## src/rtl/tmds_pkg.sv

```systemverilog
// Shared TMDS definitions: control-token symbols, receiver state and offset helper.
// Used by the transmit-side encoder and the receive-side decoder alike.
package tmds_pkg;

    typedef logic [9:0] symbol_t;

    localparam symbol_t CTRL_TOKEN_0 = 10'b1101010100;
    localparam symbol_t CTRL_TOKEN_1 = 10'b0010101011;
    localparam symbol_t CTRL_TOKEN_2 = 10'b0101010100;
    localparam symbol_t CTRL_TOKEN_3 = 10'b1010101011;

    localparam logic [3:0] OFFSET_MAX = 4'd9;

    typedef enum logic {
        SEARCH,
        LOCKED
    } state_t;

    function automatic logic [3:0] next_offset(input logic [3:0] o);
        return (o == OFFSET_MAX) ? 4'd0 : o + 4'd1;
    endfunction

endpackage

```

## src/rtl/tmds_symbol_decode.sv

```systemverilog
// Combinational TMDS symbol decoder: 10-bit symbol -> control token flag/value
// or 8-bit pixel data (undoes the XOR/XNOR transition-minimising stage).
module tmds_symbol_decode
    import tmds_pkg::*;
(
    input  logic [9:0] sym,
    output logic       is_ctrl,
    output logic [1:0] ctrl,
    output logic [7:0] data
);

    logic [7:0] d_inv;

    assign d_inv = sym[9] ? ~sym[7:0] : sym[7:0];

    always_comb begin
        // NOTE: every output gets a default first so no path through the case infers a latch.
        is_ctrl = 1'b0;
        ctrl    = 2'b00;
        data    = '0;
        case (sym)
            CTRL_TOKEN_0: begin is_ctrl = 1'b1; ctrl = 2'b00; end
            CTRL_TOKEN_1: begin is_ctrl = 1'b1; ctrl = 2'b01; end
            CTRL_TOKEN_2: begin is_ctrl = 1'b1; ctrl = 2'b10; end
            CTRL_TOKEN_3: begin is_ctrl = 1'b1; ctrl = 2'b11; end
            default: ;
        endcase

        data[0] = d_inv[0];
        for (int i = 1; i < 8; i++) begin
            data[i] = sym[8] ? (d_inv[i] ^ d_inv[i-1]) : ~(d_inv[i] ^ d_inv[i-1]);
        end
    end

endmodule

```

## src/rtl/tmds_decoder.sv

```systemverilog
// TMDS receive channel: self-aligning symbol boundary search over a 20-bit
// window of two deserialized words, lock tracking, and registered decode outputs.
module tmds_decoder
    import tmds_pkg::*;
#(
    parameter int LOCK_TOKENS   = 8,
    parameter int SEARCH_CYCLES = 64,
    parameter int LOSS_CYCLES   = 4096
) (
    input  logic       clk,
    input  logic       rst,
    input  logic [9:0] tmds_in,
    output logic [7:0] data,
    output logic [1:0] ctrl,
    output logic       de,
    output logic       locked,
    output logic [3:0] offset
);

    localparam int TOK_W   = $clog2(LOCK_TOKENS);
    localparam int DWELL_W = $clog2(SEARCH_CYCLES);
    localparam int GAP_W   = $clog2(LOSS_CYCLES);

    localparam logic [TOK_W-1:0]   TOK_LAST   = TOK_W'(LOCK_TOKENS - 1);
    localparam logic [DWELL_W-1:0] DWELL_LAST = DWELL_W'(SEARCH_CYCLES - 1);
    localparam logic [GAP_W-1:0]   GAP_LAST   = GAP_W'(LOSS_CYCLES - 1);

    state_t             state;
    logic [9:0]         r0, r1;
    logic [19:0]        window;
    logic [4:0]         sel;
    symbol_t            word;
    logic [TOK_W-1:0]   tok_cnt;
    logic [DWELL_W-1:0] dwell;
    logic [GAP_W-1:0]   gap;

    logic               dec_is_ctrl;
    logic [1:0]         dec_ctrl;
    logic [7:0]         dec_data;

    // r0 is the newer word, so higher offsets pull their top bits from it.
    assign window = {r0, r1};
    assign sel    = {1'b0, offset};
    assign word   = window[sel +: 10];

    tmds_symbol_decode u_decode (
        .sym     (word),
        .is_ctrl (dec_is_ctrl),
        .ctrl    (dec_ctrl),
        .data    (dec_data)
    );

    // Each counter is cleared by the same branch that tests its terminal value,
    // so an increment can never run past it and wrap.
    always_ff @(posedge clk) begin
        if (rst) begin
            state   <= SEARCH;
            r0      <= '0;
            r1      <= '0;
            offset  <= '0;
            tok_cnt <= '0;
            dwell   <= '0;
            gap     <= '0;
            locked  <= 1'b0;
            de      <= 1'b0;
            ctrl    <= 2'b00;
            data    <= '0;
        end else begin
            // NOTE: non-blocking assignments so every register samples pre-edge values.
            r0 <= tmds_in;
            r1 <= r0;
            case (state)
                SEARCH: begin
                    de   <= 1'b0;
                    ctrl <= 2'b00;
                    data <= '0;
                    if (dec_is_ctrl && tok_cnt == TOK_LAST) begin
                        state   <= LOCKED;
                        locked  <= 1'b1;
                        tok_cnt <= '0;
                        dwell   <= '0;
                        gap     <= '0;
                    end else if (dwell == DWELL_LAST) begin
                        offset  <= next_offset(offset);
                        dwell   <= '0;
                        tok_cnt <= '0;
                    end else begin
                        dwell   <= dwell + DWELL_W'(1);
                        tok_cnt <= dec_is_ctrl ? tok_cnt + TOK_W'(1) : '0;
                    end
                end
                LOCKED: begin
                    if (dec_is_ctrl) begin
                        gap  <= '0;
                        de   <= 1'b0;
                        ctrl <= dec_ctrl;
                        data <= '0;
                    end else if (gap == GAP_LAST) begin
                        state   <= SEARCH;
                        locked  <= 1'b0;
                        offset  <= next_offset(offset);
                        gap     <= '0;
                        dwell   <= '0;
                        tok_cnt <= '0;
                        de      <= 1'b0;
                        ctrl    <= 2'b00;
                        data    <= '0;
                    end else begin
                        gap  <= gap + GAP_W'(1);
                        de   <= 1'b1;
                        data <= dec_data;
                    end
                end
                default: state <= SEARCH;
            endcase
        end
    end

endmodule

```

## config.mk

```make
export PLATFORM = sky130hd
export DESIGN_NAME = tmds_decoder
export DESIGN_NICKNAME = d
export VERILOG_FILES = /design/src/rtl/tmds_pkg.sv /design/src/rtl/tmds_symbol_decode.sv /design/src/rtl/tmds_decoder.sv
export SDC_FILE = /design/constraint.sdc
export NUM_CORES = 1
export LEC_CHECK = 0
export CORE_MARGIN = 2
export CORE_UTILIZATION = 45
export DETAILED_ROUTE_END_ITERATION = 6
export PLACE_DENSITY = 0.76
export SLEW_MARGIN = 40
export SYNTH_ARGS = -nofsm -noshare
export SYNTH_HDL_FRONTEND = slang
export SYNTH_SLANG_ARGS = --single-unit
export TNS_END_PERCENT = 10
```

## constraint.sdc

```tcl
create_clock -name clk -period 4.1 [get_ports clk]
set_input_delay 1.025 -clock clk [delete_from_list [all_inputs] [get_ports clk]]
set_output_delay 1.025 -clock clk [all_outputs]
set_load 0.05 [all_outputs]
```

==> results.sh, run 1 <==
export IMPL_status="finished clean"
export IMPL_final_nets=382
export IMPL_n_antenna_cell=0
export IMPL_crit_type="flop to flop"
export IMPL_power_density_mw_per_mm2=342
export IMPL_clk_pin_slew_ns=0.07
export IMPL_slew_viol_final=0
export IMPL_core_sq_mm=0.00729
export IMPL_peakVddDrop_uv=215
export IMPL_ys_warnings_count=0
export IMPL_multi_input_area_sq_mm=0.00210
export IMPL_clock_sinks=58
export IMPL_crit_end="offset[2]"
export IMPL_fin_skew_ns=0.0111
export IMPL_period_share_pct=86.2
export IMPL_cp_depth=9
export IMPL_crit_fanout=16
export IMPL_area_growth_pct=17.2
export IMPL_ant_nets=0
export IMPL_synthArstFlopShare_pct=0
export IMPL_regArea_sq_mm=0.00116
export IMPL_gp_congestion=0.941
export IMPL_reg2reg_to="offset[2]"
export IMPL_postSynthAreaPerCell_sq_um=10.0
export IMPL_grt_first_pass_wirelength_microns=12500
export IMPL_cpPeakStageDelay_ns=0.73
export IMPL_path_buf_inv=2
export IMPL_fmax_mhz=283
export IMPL_reg2reg_from="offset[1]"
export IMPL_use_met2_pct=30.2
export IMPL_use_met1_pct=24.0
export IMPL_seq_area_frac_synth_pct=34.2
export IMPL_htreeDepth=3
export IMPL_cts_resized=0
export IMPL_gr_total_overflow=0
export IMPL_cp_slowest_cell="dfxtp_1"
export IMPL_cp_data_arrival_time_ns=3.76
export IMPL_gr_usage_met3_pct=4.09
export IMPL_grt_usage_pct=18.9
export IMPL_crit_start="offset[1]"
export IMPL_r2r_slack_ns=0.57
export IMPL_grt_pass1_vias=2621
export IMPL_slew_headroom_pct=55.4
export IMPL_viasPerCell=5.85
export IMPL_synth_area_sq_mm=0.00340
export IMPL_hold_class="flop to flop"
export IMPL_ios=28
export IMPL_synth_distinct_cells=63
export IMPL_power_internal_mw=1.06
export IMPL_dp_cells=454
export IMPL_max_slew_worst_pin_slew_ns=0.668
export IMPL_dp_hpwl_microns=5270
export IMPL_antenna_found_initial=0
export IMPL_cts_buffers=9
export IMPL_leakage_nw=1.39
export IMPL_rsz0062_at_grt="no"
export IMPL_final_cell_area_sq_mm=0.00398
export IMPL_io_buffers=27
export IMPL_endpoint_kind="flop"
export IMPL_drive_gt1_share_pct=18.6
export IMPL_wire_per_inst_microns=15.9
export IMPL_clk_path_buf_depth=2
export IMPL_die_area_sq_mm=0.00827
export IMPL_clkPwrFrac_pct=49.1
export IMPL_grt_max_degree=33
export IMPL_crit_required_ns=4.32
export IMPL_syn_instance_count=340
export IMPL_yosys_most_used_dff="dfxtp_1"
export IMPL_p_seq_share_pct=44.2
export IMPL_placed_cell_area_sq_mm=0.00373
export IMPL_swShare_pct=21.8
export IMPL_fin_util_pct=54.6
export IMPL_setup_tns_ns=0
export IMPL_start_kind="flop"
export IMPL_initial_core_util_pct=46.6
export IMPL_grt_busiest_layer="met2"
export IMPL_yosys_register_bits=58
export IMPL_row_count=31
export IMPL_post_cts_buffers=0
export IMPL_setup_viol=0
export IMPL_remaining_drc_errors=0
export IMPL_nFillCells=670
export IMPL_fp_dieW_microns=90.9
export IMPL_path_cells="buf_4 -> mux4_2 -> o21ai_0 -> o21ai_0 -> nor4b_4 -> buf_4 -> or4_4 -> a21oi_1 -> mux2_4"
export IMPL_cts_tree="done"
export IMPL_vias=2743
export IMPL_dr_pass1_iters=4
export IMPL_routed_wl_microns=7460
export IMPL_power_frac_comb_pct=6.7
export IMPL_drt_iter0_drc=110
export IMPL_p_sw_mw=0.297
export IMPL_dieHeight_microns=90.9
export IMPL_cts_hold_buf=0
export IMPL_hold_viol_final=0
export IMPL_synth_edf_count=0
export IMPL_drv_cap=0
export IMPL_hold_ws_ns=0.477
export IMPL_finalCriticalPeriod_ns=3.53
export IMPL_cp_top_family="multiplexers"
export IMPL_cts_root_buf="clkbuf_8"
export IMPL_rr_worst_depth=9
export IMPL_synth_fp_nets=356
export IMPL_instances_no_fill=469
export IMPL_insertion_delay_ns=0.34
==> through the flow <==
stage          total power, mW  setup WS (ns)
4_1_cts                   1.37          0.528
5_1_grt                   1.41          0.237
3_5_place_dp             0.704          0.559
2_1_floorplan            0.673          0.757
6_report                  1.36          0.567
3_3_place_gp             0.703          0.615
==> power by group through the flow <==
stage          clock (mW)  sequential, mW  combinational (mW)
4_1_cts             0.680           0.601              0.0918
3_3_place_gp            0           0.613              0.0901
3_5_place_dp            0           0.614              0.0909
6_report            0.668           0.602              0.0914
2_1_floorplan           0           0.609              0.0649
5_1_grt             0.705           0.604               0.101
==> worst min-delay path by stage <==
stage / start / endpoint / slack [ns] / cells past startpoint
floorplan: dwell[5] / dwell[5] / 0.43 / 1
global placement: dwell[5] / dwell[5] / 0.46 / 1
detailed placement: dwell[5] / dwell[5] / 0.46 / 1
CTS: dwell[5] / dwell[5] / 0.48 / 1
global route: dwell[5] / dwell[5] / 0.51 / 1
finish: dwell[5] / dwell[5] / 0.48 / 1
==> metal layers <==
| metal | part of all wire [%] | wire, microns |
|---|---|---|
| met5 | 0 | 0 |
| met4 | 1.8 | 135 |
| met3 | 5.6 | 417 |
| met2 | 48 | 3600 |
| met1 | 44 | 3310 |
==> synthesized netlist by cell type (3+ instances only) <==
cell	count	share of area [%]
dfxtp_1	58	34
nor2_1	25	2.8
nor2b_1	23	4.2
nand2_1	21	2.3
mux4_2	17	11
nand3_1	17	2.5
a21oi_1	15	2.2
a31oi_1	9	1.7
mux2_2	9	3.0
xnor2_1	9	2.3
mux2i_1	8	2.4
o21ai_1	8	1.2
xor2_1	8	2.1
and3_1	7	1.3
clkbuf_1	7	0.77
buf_2	6	0.88
nand2b_1	6	1.1
o21ai_0	6	0.88
inv_1	5	0.55
nand3b_1	5	1.1
nor4_1	5	0.92
buf_6	4	1.3
ha_1	4	1.5
a22o_1	3	0.77
nand4_1	3	0.55
o211ai_1	3	0.66
==> state kept, by name (all words and copies together) (netlist names) <==
name     cells
gap         12
offset       4
state        1
r1          10
tok_cnt      3
data         8
dwell        6
de           1
locked       1
ctrl         2
r0          10
==> layout by cell type, fill, tap and decap left out, types with 9 or more instances in the layout <==
master	Yosys	layout
nand2_1	21	21
nand3_1	17	17
nor2b_1	23	23
mux2_2	9	9
nor2_1	25	25
xnor2_1	9	9
clkbuf_8	0	11
a21oi_1	15	15
a31oi_1	9	9
clkdlybuf4s50_1	0	27
mux4_2	17	17
dfxtp_1	58	58
==> final cells by class <==
cell class	instances	area share [%]
Tap cell	99	3.11
Timing Repair Buffer	35	8.29
Inverter	6	0.565
Clock buffer	11	3.80
Multi-Input combinational cell	256	52.6
Clock inverter	4	2.48
Sequential cell	58	29.1
==> cells by family after synthesis <==
family | Yosys count | share of synthesized area (%)
adder cells (fa/ha/maj) | 4 | 1.47
AO/OA/AOI/OAI | 66 | 14.5
multiplexers | 39 | 18.8
AND/OR/NAND/NOR | 130 | 22.5
flip-flops | 58 | 34.2
XOR/XNOR | 17 | 4.38
buffers and inverters | 26 | 4.20
Power figures use the tool's default switching activity.
==> inputs of run 2 (changes only) <==
SLEW_MARGIN = unset   (was 40)
==> results of run 2 <==
No change in the layout: final DEF, timing and power equal those of run 1.
